[config.mk]
export PLATFORM = sky130hd
export DESIGN_NAME = bus_bridge_master_ctrl
export DESIGN_NICKNAME = d
export VERILOG_FILES = /design/src/rtl/bus_bridge_master_ctrl_pkg.sv /design/src/rtl/bridge_cmd_fifo.sv /design/src/rtl/bus_bridge_master_ctrl.sv
export SDC_FILE = /design/constraint.sdc
export NUM_CORES = 1
export LEC_CHECK = 0
export BUFFER_PORTS_ARGS = -buffer_cell sky130_fd_sc_hd__buf_2
export CORE_ASPECT_RATIO = 0.8
export CORE_UTILIZATION = 45
export CTS_BUF_LIST = sky130_fd_sc_hd__clkbuf_16
export CTS_CLUSTER_SIZE = 25
export DETAILED_ROUTE_END_ITERATION = 10
export GPL_ROUTABILITY_DRIVEN = 0
export HOLD_SLACK_MARGIN = 0.12
export PLACE_DENSITY_LB_ADDON = 0.1
export SLEW_MARGIN = 20
export SYNTH_ARGS = -nofsm -noshare
export SYNTH_HDL_FRONTEND = slang
export SYNTH_SLANG_ARGS = --single-unit
[constraint.sdc]
create_clock -name clk -period 3.7 [get_ports clk]
set_clock_uncertainty 0.05 [all_clocks]
set_input_delay 0 -clock clk [delete_from_list [all_inputs] [get_ports clk]]
set_output_delay 0 -clock clk [all_outputs]
set_load 0.02 [all_outputs]
[src/rtl/bus_bridge_master_ctrl_pkg.sv]
// Shared definitions for the UART bus bridge (master side): FSM state
// encodings, transfer mode constants and frame-width helper.
package bus_bridge_master_ctrl_pkg;

  typedef enum logic [2:0] {
    ST_IDLE   = 3'd0,
    ST_ISSUE  = 3'd1,
    ST_RWAIT  = 3'd2,
    ST_TXSEND = 3'd3,
    ST_TXWAIT = 3'd4
  } state_t;

  localparam logic MODE_WR = 1'b1;
  localparam logic MODE_RD = 1'b0;

  // Frame layout: {mode, wdata, addr}
  function automatic int frame_w(input int data_w, input int addr_w);
    return data_w + addr_w + 1;
  endfunction

endpackage

[src/rtl/bridge_cmd_fifo.sv]
// Synchronous command FIFO with show-ahead head output. Pointers carry one
// extra wrap bit so full/empty are distinguished without a counter.
module bridge_cmd_fifo #(
  parameter int WIDTH = 21,
  parameter int DEPTH = 4
) (
  input  logic             clk,
  input  logic             rstn,
  input  logic             push,
  input  logic [WIDTH-1:0] din,
  input  logic             pop,
  output logic [WIDTH-1:0] dout,
  output logic             full,
  output logic             empty
);

  localparam int PW = $clog2(DEPTH);

  logic [WIDTH-1:0] mem [DEPTH];
  logic [PW:0]      wr_ptr;
  logic [PW:0]      rd_ptr;
  logic             do_push;
  logic             do_pop;

  assign full    = (wr_ptr[PW] != rd_ptr[PW]) && (wr_ptr[PW-1:0] == rd_ptr[PW-1:0]);
  assign empty   = (wr_ptr == rd_ptr);
  assign do_push = push && !full;
  assign do_pop  = pop && !empty;
  assign dout    = mem[rd_ptr[PW-1:0]];

  // Pointer update; push and pop in the same cycle both take effect
  always_ff @(posedge clk) begin
    if (!rstn) begin
      wr_ptr <= '0;
      rd_ptr <= '0;
    end else begin
      if (do_push) wr_ptr <= wr_ptr + 1'b1;
      if (do_pop)  rd_ptr <= rd_ptr + 1'b1;
    end
  end

  // Storage write; contents need no reset since empty gates every read
  always_ff @(posedge clk) begin
    if (do_push) mem[wr_ptr[PW-1:0]] <= din;
  end

endmodule

[src/rtl/bus_bridge_master_ctrl.sv]
// Remote-side UART bus bridge controller: buffers command frames from the
// UART RX link and replays them one at a time on the local master port,
// returning read data on the UART TX link.
// Optional build macro BRIDGE_RD_TIMEOUT_EN: read wait gives up after
// RD_TIMEOUT cycles and returns all-ones so the requester is never starved.
module bus_bridge_master_ctrl
  import bus_bridge_master_ctrl_pkg::*;
#(
  parameter int DATA_WIDTH = 8,
  parameter int ADDR_WIDTH = 12,
  parameter int FIFO_DEPTH = 4,
  parameter int RD_TIMEOUT = 4096
) (
  input  logic                             clk,
  input  logic                             rstn,
  input  logic [DATA_WIDTH+ADDR_WIDTH:0]   u_rx_data,
  input  logic                             u_rx_ready,
  output logic [DATA_WIDTH-1:0]            u_tx_data,
  output logic                             u_tx_en,
  input  logic                             u_tx_busy,
  output logic                             m_req,
  output logic                             m_mode,
  output logic [ADDR_WIDTH-1:0]            m_addr,
  output logic [DATA_WIDTH-1:0]            m_wdata,
  input  logic                             m_ack,
  input  logic [DATA_WIDTH-1:0]            m_rdata,
  input  logic                             m_rvalid,
  output logic                             ovf
);

  localparam int FRAME_W   = frame_w(DATA_WIDTH, ADDR_WIDTH);
  localparam int MODE_BIT  = FRAME_W - 1;
  localparam int WDATA_LSB = ADDR_WIDTH;

  if (FIFO_DEPTH < 2 || (FIFO_DEPTH & (FIFO_DEPTH - 1)) != 0) begin : g_bad_depth
    $error("FIFO_DEPTH must be a power of two and at least 2");
  end
  if (RD_TIMEOUT < 1) begin : g_bad_timeout
    $error("RD_TIMEOUT must be at least 1");
  end

  state_t               state;
  state_t               state_nxt;
  logic                 u_rx_ready_d;
  logic                 rx_pulse;
  logic [FRAME_W-1:0]   frame_p1;
  logic                 vld_p1;
  logic [FRAME_W-1:0]   fifo_dout;
  logic                 fifo_full;
  logic                 fifo_empty;
  logic                 pop;
  logic                 cap_rd;
  logic                 cap_to;
  logic                 tx_fire;
  logic                 busy_seen;
  logic                 rd_timeout;

  assign rx_pulse = u_rx_ready && !u_rx_ready_d;

  // Ingress edge detect (p0) and frame capture into the push stage (p1)
  always_ff @(posedge clk) begin
    if (!rstn) begin
      u_rx_ready_d <= 1'b0;
      vld_p1       <= 1'b0;
    end else begin
      u_rx_ready_d <= u_rx_ready;
      vld_p1       <= rx_pulse;
    end
  end

  // Frame payload follows the valid pulse; no reset needed on data
  always_ff @(posedge clk) begin
    if (rx_pulse) frame_p1 <= u_rx_data;
  end

  bridge_cmd_fifo #(
    .WIDTH (FRAME_W),
    .DEPTH (FIFO_DEPTH)
  ) u_cmd_fifo (
    .clk   (clk),
    .rstn  (rstn),
    .push  (vld_p1),
    .din   (frame_p1),
    .pop   (pop),
    .dout  (fifo_dout),
    .full  (fifo_full),
    .empty (fifo_empty)
  );

`ifdef BRIDGE_RD_TIMEOUT_EN
  localparam int              TO_W    = $clog2(RD_TIMEOUT) + 1;
  localparam logic [TO_W-1:0] TO_LAST = TO_W'(RD_TIMEOUT - 1);
  logic [TO_W-1:0] to_cnt;

  // Read-wait cycle counter, cleared whenever the FSM leaves RWAIT
  always_ff @(posedge clk) begin
    if (!rstn)                  to_cnt <= '0;
    else if (state == ST_RWAIT) to_cnt <= to_cnt + 1'b1;
    else                        to_cnt <= '0;
  end

  assign rd_timeout = (state == ST_RWAIT) && (to_cnt == TO_LAST);
`else
  assign rd_timeout = 1'b0;
`endif

  // FSM state register
  always_ff @(posedge clk) begin
    if (!rstn) state <= ST_IDLE;
    else       state <= state_nxt;
  end

  // FSM next-state and one-cycle control strobes
  always_comb begin
    state_nxt = state;
    pop       = 1'b0;
    cap_rd    = 1'b0;
    cap_to    = 1'b0;
    tx_fire   = 1'b0;
    case (state)
      ST_IDLE: begin
        if (!fifo_empty) begin
          pop       = 1'b1;
          state_nxt = ST_ISSUE;
        end
      end
      ST_ISSUE: begin
        if (m_ack) begin
          if (m_mode == MODE_WR) begin
            state_nxt = ST_IDLE;
          end else if (m_rvalid) begin
            cap_rd    = 1'b1;
            state_nxt = ST_TXSEND;
          end else begin
            state_nxt = ST_RWAIT;
          end
        end
      end
      ST_RWAIT: begin
        if (m_rvalid) begin
          cap_rd    = 1'b1;
          state_nxt = ST_TXSEND;
        end else if (rd_timeout) begin
          cap_to    = 1'b1;
          state_nxt = ST_TXSEND;
        end
      end
      ST_TXSEND: begin
        if (!u_tx_busy) begin
          tx_fire   = 1'b1;
          state_nxt = ST_TXWAIT;
        end
      end
      ST_TXWAIT: begin
        if (busy_seen && !u_tx_busy) state_nxt = ST_IDLE;
      end
      default: state_nxt = ST_IDLE;
    endcase
  end

  // Master-port and UART TX output registers
  always_ff @(posedge clk) begin
    if (!rstn) begin
      m_req     <= 1'b0;
      m_mode    <= 1'b0;
      m_addr    <= '0;
      m_wdata   <= '0;
      u_tx_data <= '0;
      u_tx_en   <= 1'b0;
    end else begin
      if (pop) begin
        m_req   <= 1'b1;
        m_mode  <= fifo_dout[MODE_BIT];
        m_addr  <= fifo_dout[ADDR_WIDTH-1:0];
        m_wdata <= fifo_dout[WDATA_LSB +: DATA_WIDTH];
      end else if (state == ST_ISSUE && m_ack) begin
        m_req <= 1'b0;
      end
      if (cap_rd)      u_tx_data <= m_rdata;
      else if (cap_to) u_tx_data <= '1;
      u_tx_en <= tx_fire;
    end
  end

  // TX completion tracking: busy must be seen high before its fall counts
  always_ff @(posedge clk) begin
    if (!rstn)                        busy_seen <= 1'b0;
    else if (state != ST_TXWAIT)      busy_seen <= 1'b0;
    else if (u_tx_busy)               busy_seen <= 1'b1;
  end

  // Sticky overflow flag: a frame arrived while the FIFO was full
  always_ff @(posedge clk) begin
    if (!rstn)                    ovf <= 1'b0;
    else if (vld_p1 && fifo_full) ovf <= 1'b1;
  end

endmodule

# After elaboration in Yosys (flattened, before gate mapping)
# Memories as Yosys holds them, arrays and structs flattened. A register that Yosys moved wholly into a read port is not among the register bits.
# Cells that the tools add are included.
# word_totals
regBits	44
ramBits	84
out_inout_bits	32
wordCells	65
memories	1
# mem_list
name	words	word_bits	read_ports	rd_clocked_by_memory_dff	write_ports	line	source
u_cmd_fifo.mem	4	21	1	1	1	bridge_cmd_fifo.sv:19	logic [WIDTH-1:0] mem [DEPTH];
# op_classes
add_sub_neg	2
eq_ne	13
mux	20
bitwise	1
reduce_logical	17
# op_table
op	count
$mux W3	5
$pmux W3 S5	1
$mux W1	11
$ne A2 B2 Y1 const B	5
$mux W8	1
$logic_and A1 B1 Y1	7
$add A3 B1 Y3 const B	2
$eq A3 B2 Y1 const B	2
$logic_not A1 Y1	5
$reduce_and A5 Y1	1
$eq A3 B1 Y1 const B	1
$eq A3 B3 Y1	1
$eq A3 B3 Y1 const B	1
$logic_not A3 Y1	1
$ne A3 B3 Y1 const B	1
$eq A2 B2 Y1	1
$mux W2	1
$pmux W1 S2	1
$reduce_and A2 Y1	1
$reduce_bool A2 Y1	1
$reduce_or A2 Y1	1
$ne A1 B1 Y1	1
$not A1 Y1	1

# Longest topological paths before layout
# Gate-level depths: netlist of the first run.
# depth
word_depth	6
ltp_mapped	5
ltp_nobuf	4

# By module
# From an unflattened synthesis of the first run, not the netlist that was laid out.
# unflattened
cells_unflattened	366
area_unflattened_um2	5730.5
# modules_own_cells
module	instances	cells_each	area_per_inst_um2
bridge_cmd_fifo	1	177	3587.2
bus_bridge_master_ctrl	1	189	2143.3

# Least setup slack after synthesis of the first run
# Ideal clock, no wire load.
# synth_timing
path_type	reg-to-reg
from	register u_cmd_fifo.wr_ptr[0]
to	memory u_cmd_fifo.mem[3][0], enable pin
arrival_ns	1.666
t_required_ns	3.271
path_slack_ns	1.605
stages_incl_launch_ff	4
synth_period_minus_slack_ns	2.095
path_cell_list	dfxtp_1 > xnor2_1 > a31oi_1 > and2_1
# synth_via
elab_chain_cells	6
# synth_lines
element	line	source
start, declared	bridge_cmd_fifo.sv:20	logic [PW:0] wr_ptr;
start signal, assigned	bridge_cmd_fifo.sv:37	if (do_push) wr_ptr <= wr_ptr + 1'b1;
$eq A2 B2 Y1	bridge_cmd_fifo.sv:25	assign full = (wr_ptr[PW] != rd_ptr[PW]) && (wr_ptr[PW-1:0] == rd_ptr[PW-1:0]);
$logic_and A1 B1 Y1	bridge_cmd_fifo.sv:25	
$logic_not A1 Y1	bridge_cmd_fifo.sv:27	assign do_push = push && !full;
$logic_and A1 B1 Y1	bridge_cmd_fifo.sv:27	
$mux W1	bridge_cmd_fifo.sv:44	if (do_push) mem[wr_ptr[PW-1:0]] <= din;
$mux W1 (not written as such)	bridge_cmd_fifo.sv:44	
end, declared	bridge_cmd_fifo.sv:19	
# Several ways; a longest one is shown, not always the timed one.

# Worst setup path after layout of the first run
# layout_timing
from	register u_cmd_fifo.rd_ptr[1]
to	register u_cmd_fifo.rd_ptr[0]
# layout_via
elab_chain_cells	4
word_cells_on_any_way	5
classes_between	1 x eq/ne; 2 x mux; 2 x reduce/logical
# layout_lines
element	line	source
start, declared	bridge_cmd_fifo.sv:21	logic [PW:0] rd_ptr;
start signal, assigned	bridge_cmd_fifo.sv:38	if (do_pop) rd_ptr <= rd_ptr + 1'b1;
$eq A3 B3 Y1 *	bridge_cmd_fifo.sv:26	assign empty = (wr_ptr == rd_ptr);
$mux W1	bus_bridge_master_ctrl.sv:122	if (!fifo_empty) begin
$mux W1	bus_bridge_master_ctrl.sv:120	case (state)
$logic_and A1 B1 Y1 *	bridge_cmd_fifo.sv:28	assign do_pop = pop && !empty;
# Mark *: on every way between the ends. The rest lies on a longest branch, timed or not.
# A chain may end at the register's enable or synchronous reset.

==> results of run 1 <==
==> final timing paths <==
path / from / slack (ns) / to / depth (start not counted)
setup / recovery: u_cmd_fifo.rd_ptr[1] / 1.35 / u_cmd_fifo.rd_ptr[0] / 5
hold / removal: u_rx_data[9] / 0.24 / frame_p1[9] / 2
setup reg to reg: u_cmd_fifo.rd_ptr[1] / 1.35 / u_cmd_fifo.rd_ptr[0] / 5
hold reg to reg: m_addr[4] / 0.41 / m_addr[4] / 2
==> flip-flops by register name (all words and copies together), names as in the netlist, 3 cells and up <==
name	count
frame_p1	21
u_cmd_fifo.wr_ptr	3
u_tx_data	8
state	3
u_cmd_fifo.rd_ptr	3
u_cmd_fifo.mem	84
m_wdata	8
m_addr	12
==> per-stage QoR <==
stage,setup WS [ns],instances
after global placement,1.43,582
after floorplan,1.60,353
after detailed placement,1.34,582
final,1.35,658
after CTS,1.29,658
after global routing,1.17,658
==> power breakdown <==
group	total, mW	leakage (nW)	internal (mW)	switching (mW)
Combinational	1.05	1.20	0.510	0.540
Clock	1.51	0.257	0.900	0.611
Sequential	2.07	1.32	1.95	0.124
Total	4.63	2.78	3.36	1.28
==> repair_timing <==
item / in CTS / in global routing
hold buffers: 44 / 0
hold endpoints to repair: 48 / 0
resized for setup: 0 / 0
endpoints found under the setup margin: 0 / 0
==> kinds of logic after synthesis <==
logic type / after synthesis / synth area share [%]
compound gates: 16 / 2.42
xor+xnor: 5 / 1.35
fa+ha+maj: 5 / 1.09
buf+inv: 23 / 2.29
flops: 149 / 70.3
mux: 54 / 14.0
simple gates: 101 / 8.53
==> per-layer routing <==
| layer | vias to the layer above | global-route usage (%) | share of wire, % |
|---|---|---|---|
| li1 | 1557 | - | - |
| met2 | 66 | 27.7 | 49 |
| met4 | 0 | 7.87 | 1.5 |
| met5 | - | 0 | 0 |
| met3 | 14 | 5.55 | 3.8 |
| met1 | 1526 | 19.3 | 46 |
==> worst max-delay path, cell delays in order (launching register included) <==
cell,delay (ns)
dfxtp_1,0.31
buf_4,0.33
xor2_2,0.18
o31ai_4,0.73
buf_4,0.39
mux2i_1,0.25
==> placed cells by master (no fill, tap or decap), types with 2 or more instances in the layout <==
master and instances:
dfxtp_1 43, o211ai_1 2, o31ai_1 3, ha_1 5, nand2b_1 5, xnor2_1 2
mux2i_1 33, buf_4 9, nor2b_1 7, nand2_1 67, inv_1 10, clkinv_1 5
mux4_2 21, clkinvlp_4 4, edfxtp_1 105, nor2_1 2, dlygate4sd3_1 44, and2_1 7
nand4b_1 2, xor2_2 2, clkbuf_16 17, buf_2 66
==> area by class of cell <==
cell class / instances / area (um^2) / share of cell area, %
well taps: 171 / 214 / 2.96
repair buffers: 119 / 838 / 11.6
flip-flops and latches: 149 / 4040 / 55.9
inverters: 6 / 22.5 / 0.312
clock inverters: 15 / 103 / 1.42
multi-input cells: 181 / 1580 / 21.9
clock buffers: 17 / 425 / 5.89
==> qor.yml, run 1 <==
placement:
  port_buffers: 66
  dp_hpwl_mm: 6.10
  postPlaceCellArea_um2: 6240
worst_setup_path:
  startpoint_type: "flop"
  arrival_ns: 2.62
  path_class: "reg -> reg"
  cp_max_fo: 25
  crit_path_end_kind: "flop"
  worstPathRequired_ns: 3.97
pwr:
  ir_worst_vdd_v: 0.000391
  power_density_nw_per_um2: 642
  p_total_mw: 4.63
  power_leakage_nw: 2.78
die:
  die_y_um: 103
  core_area_um2: 12300
  std_cell_rows: 36
  design.die.area_um2: 13200
  start_util_pct: 46.7
  die_x_um: 128
  io_pins: 67
synth:
  synth_top_cells_by_count: "105 x edfxtp_1, 67 x nand2_1, 44 x dfxtp_1"
  synthCells: 353
  async_flop_share_pct: 0
  synth_top_area_share_pct: 55.0
  synth.area.top_cells: "edfxtp_1 55%, dfxtp_1 15%, mux4_2 8.2%, mux2i_1 5.8%, nand2_1 4.4%"
  synth_warnings: 0
  ys_types: 44
  avgSynthCellArea_um2: 16.3
  synth_enable_flop_cells: 105
  yosysTopAreaCell: "edfxtp_1"
  ys_seq_area_share_pct: 70.3
  synth_top_flop_cell: "edfxtp_1"
  syn-cell-area_um2: 5740
  synth_nets: 393
  ys_ff_latch: 149
  yosysMostFrequentCell: "edfxtp_1"
detailed_routing:
  dr.first_iter.drc_count: 159
  drc: 0
  first_pass_iters: 4
  ant_nets: 0
  avgViaCountPerCell: 4.81
  wl_per_cell_um: 15.1
  wirelength_mm: 9.93
  via_count: 3163
sta:
  tns_ns: 0
  tightest_slew_ns: 0.805
  period_minus_slack_ns: 2.35
  finalMaxSlewViolations: 0
  min_period_over_period_pct: 63.5
  max_freq_ghz: 0.425
  maxSlewHeadroom_pct: 46.3
  finalSetupViolCount: 0
  rsz0062_at_grt: "no"
  hold_viol_final: 0
  hold_ws_ns: 0.242
hold_path:
  hp-class: "in -> reg"
layout:
  nNetsFinal: 514
  syn_to_final_growth_pct: 25.8
  final_core_util_pct: 58.7
  fillCellCount: 962
  layout-drive-gt1-share_pct: 26.5
  diodes: 0
  design_area_um2: 7220
clock_network:
  clk_path_buf_depth: 2
  cts_tree: "done"
  htree_levels: 4
  clock_latency_ns: 0.41
  clock-sinks: 149
  post_cts_buffers: 0
  clkTransAtPathRegs_ns: 0.05
  cts_buffers: 17
  clock-root-buffer: "clkbuf_16"
outcome:
  status: "finished, final reports clean"
global_route:
  grt_pass1_wl_mm: 15.6
  antenna_found_initial: 0
  grt.overflow.total: 0
  track_usage_pct: 16.5
  grt_pass1_vias: 3106
  grt_max_degree: 43
job:
  drv_cap: 0
No activity file was read; power rests on OpenSTA's default activity.
==> run 2: changes to the inputs <==
- clock period: 3.7 -> 1.95 ns (I/O delays scaled with it)
==> qor.yml, run 2 (synthesis results as in run 1) <==
detailed_routing:
  wirelength_mm: 10.4
  wl_per_cell_um: 15.5
  via_count: 3254
  dr.first_iter.drc_count: 147
  drc: 0
  first_pass_iters: 4
  avgViaCountPerCell: 4.86
  ant_nets: 0
job:
  drv_cap: 0
layout:
  diodes: 0
  layout-drive-gt1-share_pct: 30.9
  syn_to_final_growth_pct: 28.8
  fin_cells: 670
  layout_common_cells: "105 x edfxtp_1, 67 x nand2_1, 66 x buf_2"
  nNetsFinal: 526
  final_common_cell: "edfxtp_1"
  largest_reg_flops: 84
placement:
  port_buffers: 66
  place_inst: 595
  dp_hpwl_mm: 6.50
hold_path:
  hp-class: "in -> reg"
  hold_start: "u_rx_data[7]"
worst_setup_path:
  critical_path.max_stage_delay_ns: 0.57
  crit_chain: "nand4bb_1 -> a21oi_2 -> buf_4 -> mux2i_1 -> dlygate4sd3_1"
  crit_path_end_kind: "flop"
  cp_max_fo: 8
  arrival_ns: 2.15
  critPathLaunch: "state[1]"
  r2r_start: "state[1]"
  startpoint_type: "flop"
  path_class: "reg -> reg"
  cpMaxStageDelayCell: "dlygate4sd3_1"
  worstPathRequired_ns: 2.25
sta:
  rsz0062_at_grt: "no"
  tns_ns: 0
  maxSlewHeadroom_pct: 70.0
  period_minus_slack_ns: 1.85
  tightest_slew_ns: 0.450
  finalMaxSlewViolations: 0
  hold_viol_final: 0
  max_freq_ghz: 0.542
  min_period_over_period_pct: 94.6
  hold_ws_ns: 0.238
  finalSetupViolCount: 0
pwr:
  internal_power_mw: 6.37
  swShare_pct: 28.6
  power_density_nw_per_um2: 1210
  netSwitchingPower_mw: 2.55
  seq_power_share_pct: 43.7
  pwr-share-clk_pct: 31.6
  comb_power_share_pct: 24.7
  power_leakage_nw: 2.87
  ir_worst_vdd_v: 0.000601
clock_network:
  clock-root-buffer: "clkbuf_16"
  cts_tree: "done"
  cts_buffers: 17
  clk_path_buf_depth: 2
  htree_levels: 4
  clock-sinks: 149
  clkTransAtPathRegs_ns: 0.06
  clock_latency_ns: 0.41
global_route:
  grt_pass1_vias: 3259
  antenna_found_initial: 0
  grt.overflow.total: 0
  use_met3_pct: 4.77
  grt_pass1_wl_mm: 16.6
  grtUsageMet2_pct: 28.3
  top_usage_layer: "met2"
  track_usage_pct: 17.4
  grt_use_met1_pct: 22.3
  grt_max_degree: 40
die:
  std_cell_rows: 36
  start_util_pct: 46.7
  die_y_um: 103
  core_area_um2: 12300
  io_pins: 67
  die_x_um: 128
  design.die.area_um2: 13200
outcome:
  status: "finished, final reports clean"
## run 2: changes by cell type in the layout (fill, tap and decap cells not counted), moves of 3 or more
cell and delta:
and2_1 -4, and2_2 +4, buf_12 +7, buf_4 +6
clkinv_1 -3, clkinv_2 +4
## run 2: final cells by class
class / count / area [um^2]
Sequential cell: 149 / 4040
Inverter: 6 / 22.5
Timing Repair Buffer: 131 / 1010
Multi-Input combinational cell: 181 / 1590
Clock inverter: 15 / 92.6
Tap cell: 171 / 214
Clock buffer: 17 / 425
Fill cell: 929 / 4910
## run 2: timing repair
| action | in CTS | in global routing |
|---|---|---|
| gates resized for setup | 0 | 3 |
| hold buffers | 43 | 0 |
| setup endpoints to repair | 0 | 17 |
| endpoints found under the hold margin | 41 | 0 |
| setup buffers | 0 | 0 |
## run 2: per-stage QoR
stage	area, um^2	utilization [%]	setup WS, ns	power (mW)
after global routing	7390	60.1	0.0105	9.34
after detailed placement	6430	52.3	0.152	6.09
after CTS	7380	60.0	0.0559	9.01
final	7390	60.1	0.105	8.92
after floorplan	5740	-	0.0704	5.48
after global placement	6430	52.3	0.185	6.05
## run 2: layer usage
| metal | wire [um] | vias to the layer above |
|---|---|---|
| met2 | 4900 | 80 |
| li1 | - | 1586 |
| met4 | 117 | 0 |
| met1 | 4980 | 1574 |
| met3 | 427 | 14 |
| met5 | 0 | - |
## run 2: path summary, 6_finish.rpt
| check | end | slack [ns] | cells after the start |
|---|---|---|---|
| max | u_tx_data[6] | 0.10 | 5 |
| min | frame_p1[7] | 0.24 | 2 |
| max reg2reg | u_tx_data[6] | 0.10 | 5 |
| min reg2reg | m_addr[4] | 0.40 | 2 |
## run 2: worst max-delay path, delay by kind of cell, from the launching register on
family	cells	cell delay [ns]
flip-flops	1	0.36
buffers and inverters	2	0.77
multiplexers	1	0.23
AND/OR/NAND/NOR	1	0.22
AO/OA/AOI/OAI	1	0.16
## run 2: power by group through the flow
| stage | clock network, mW | logic, mW | registers [mW] |
|---|---|---|---|
| floorplan | 0 | 1.34 | 4.14 |
| global placement | 0 | 2.10 | 3.95 |
| detailed placement | 0 | 2.13 | 3.97 |
| CTS | 2.89 | 2.22 | 3.90 |
| global route | 3.01 | 2.39 | 3.94 |
| finish | 2.82 | 2.21 | 3.90 |
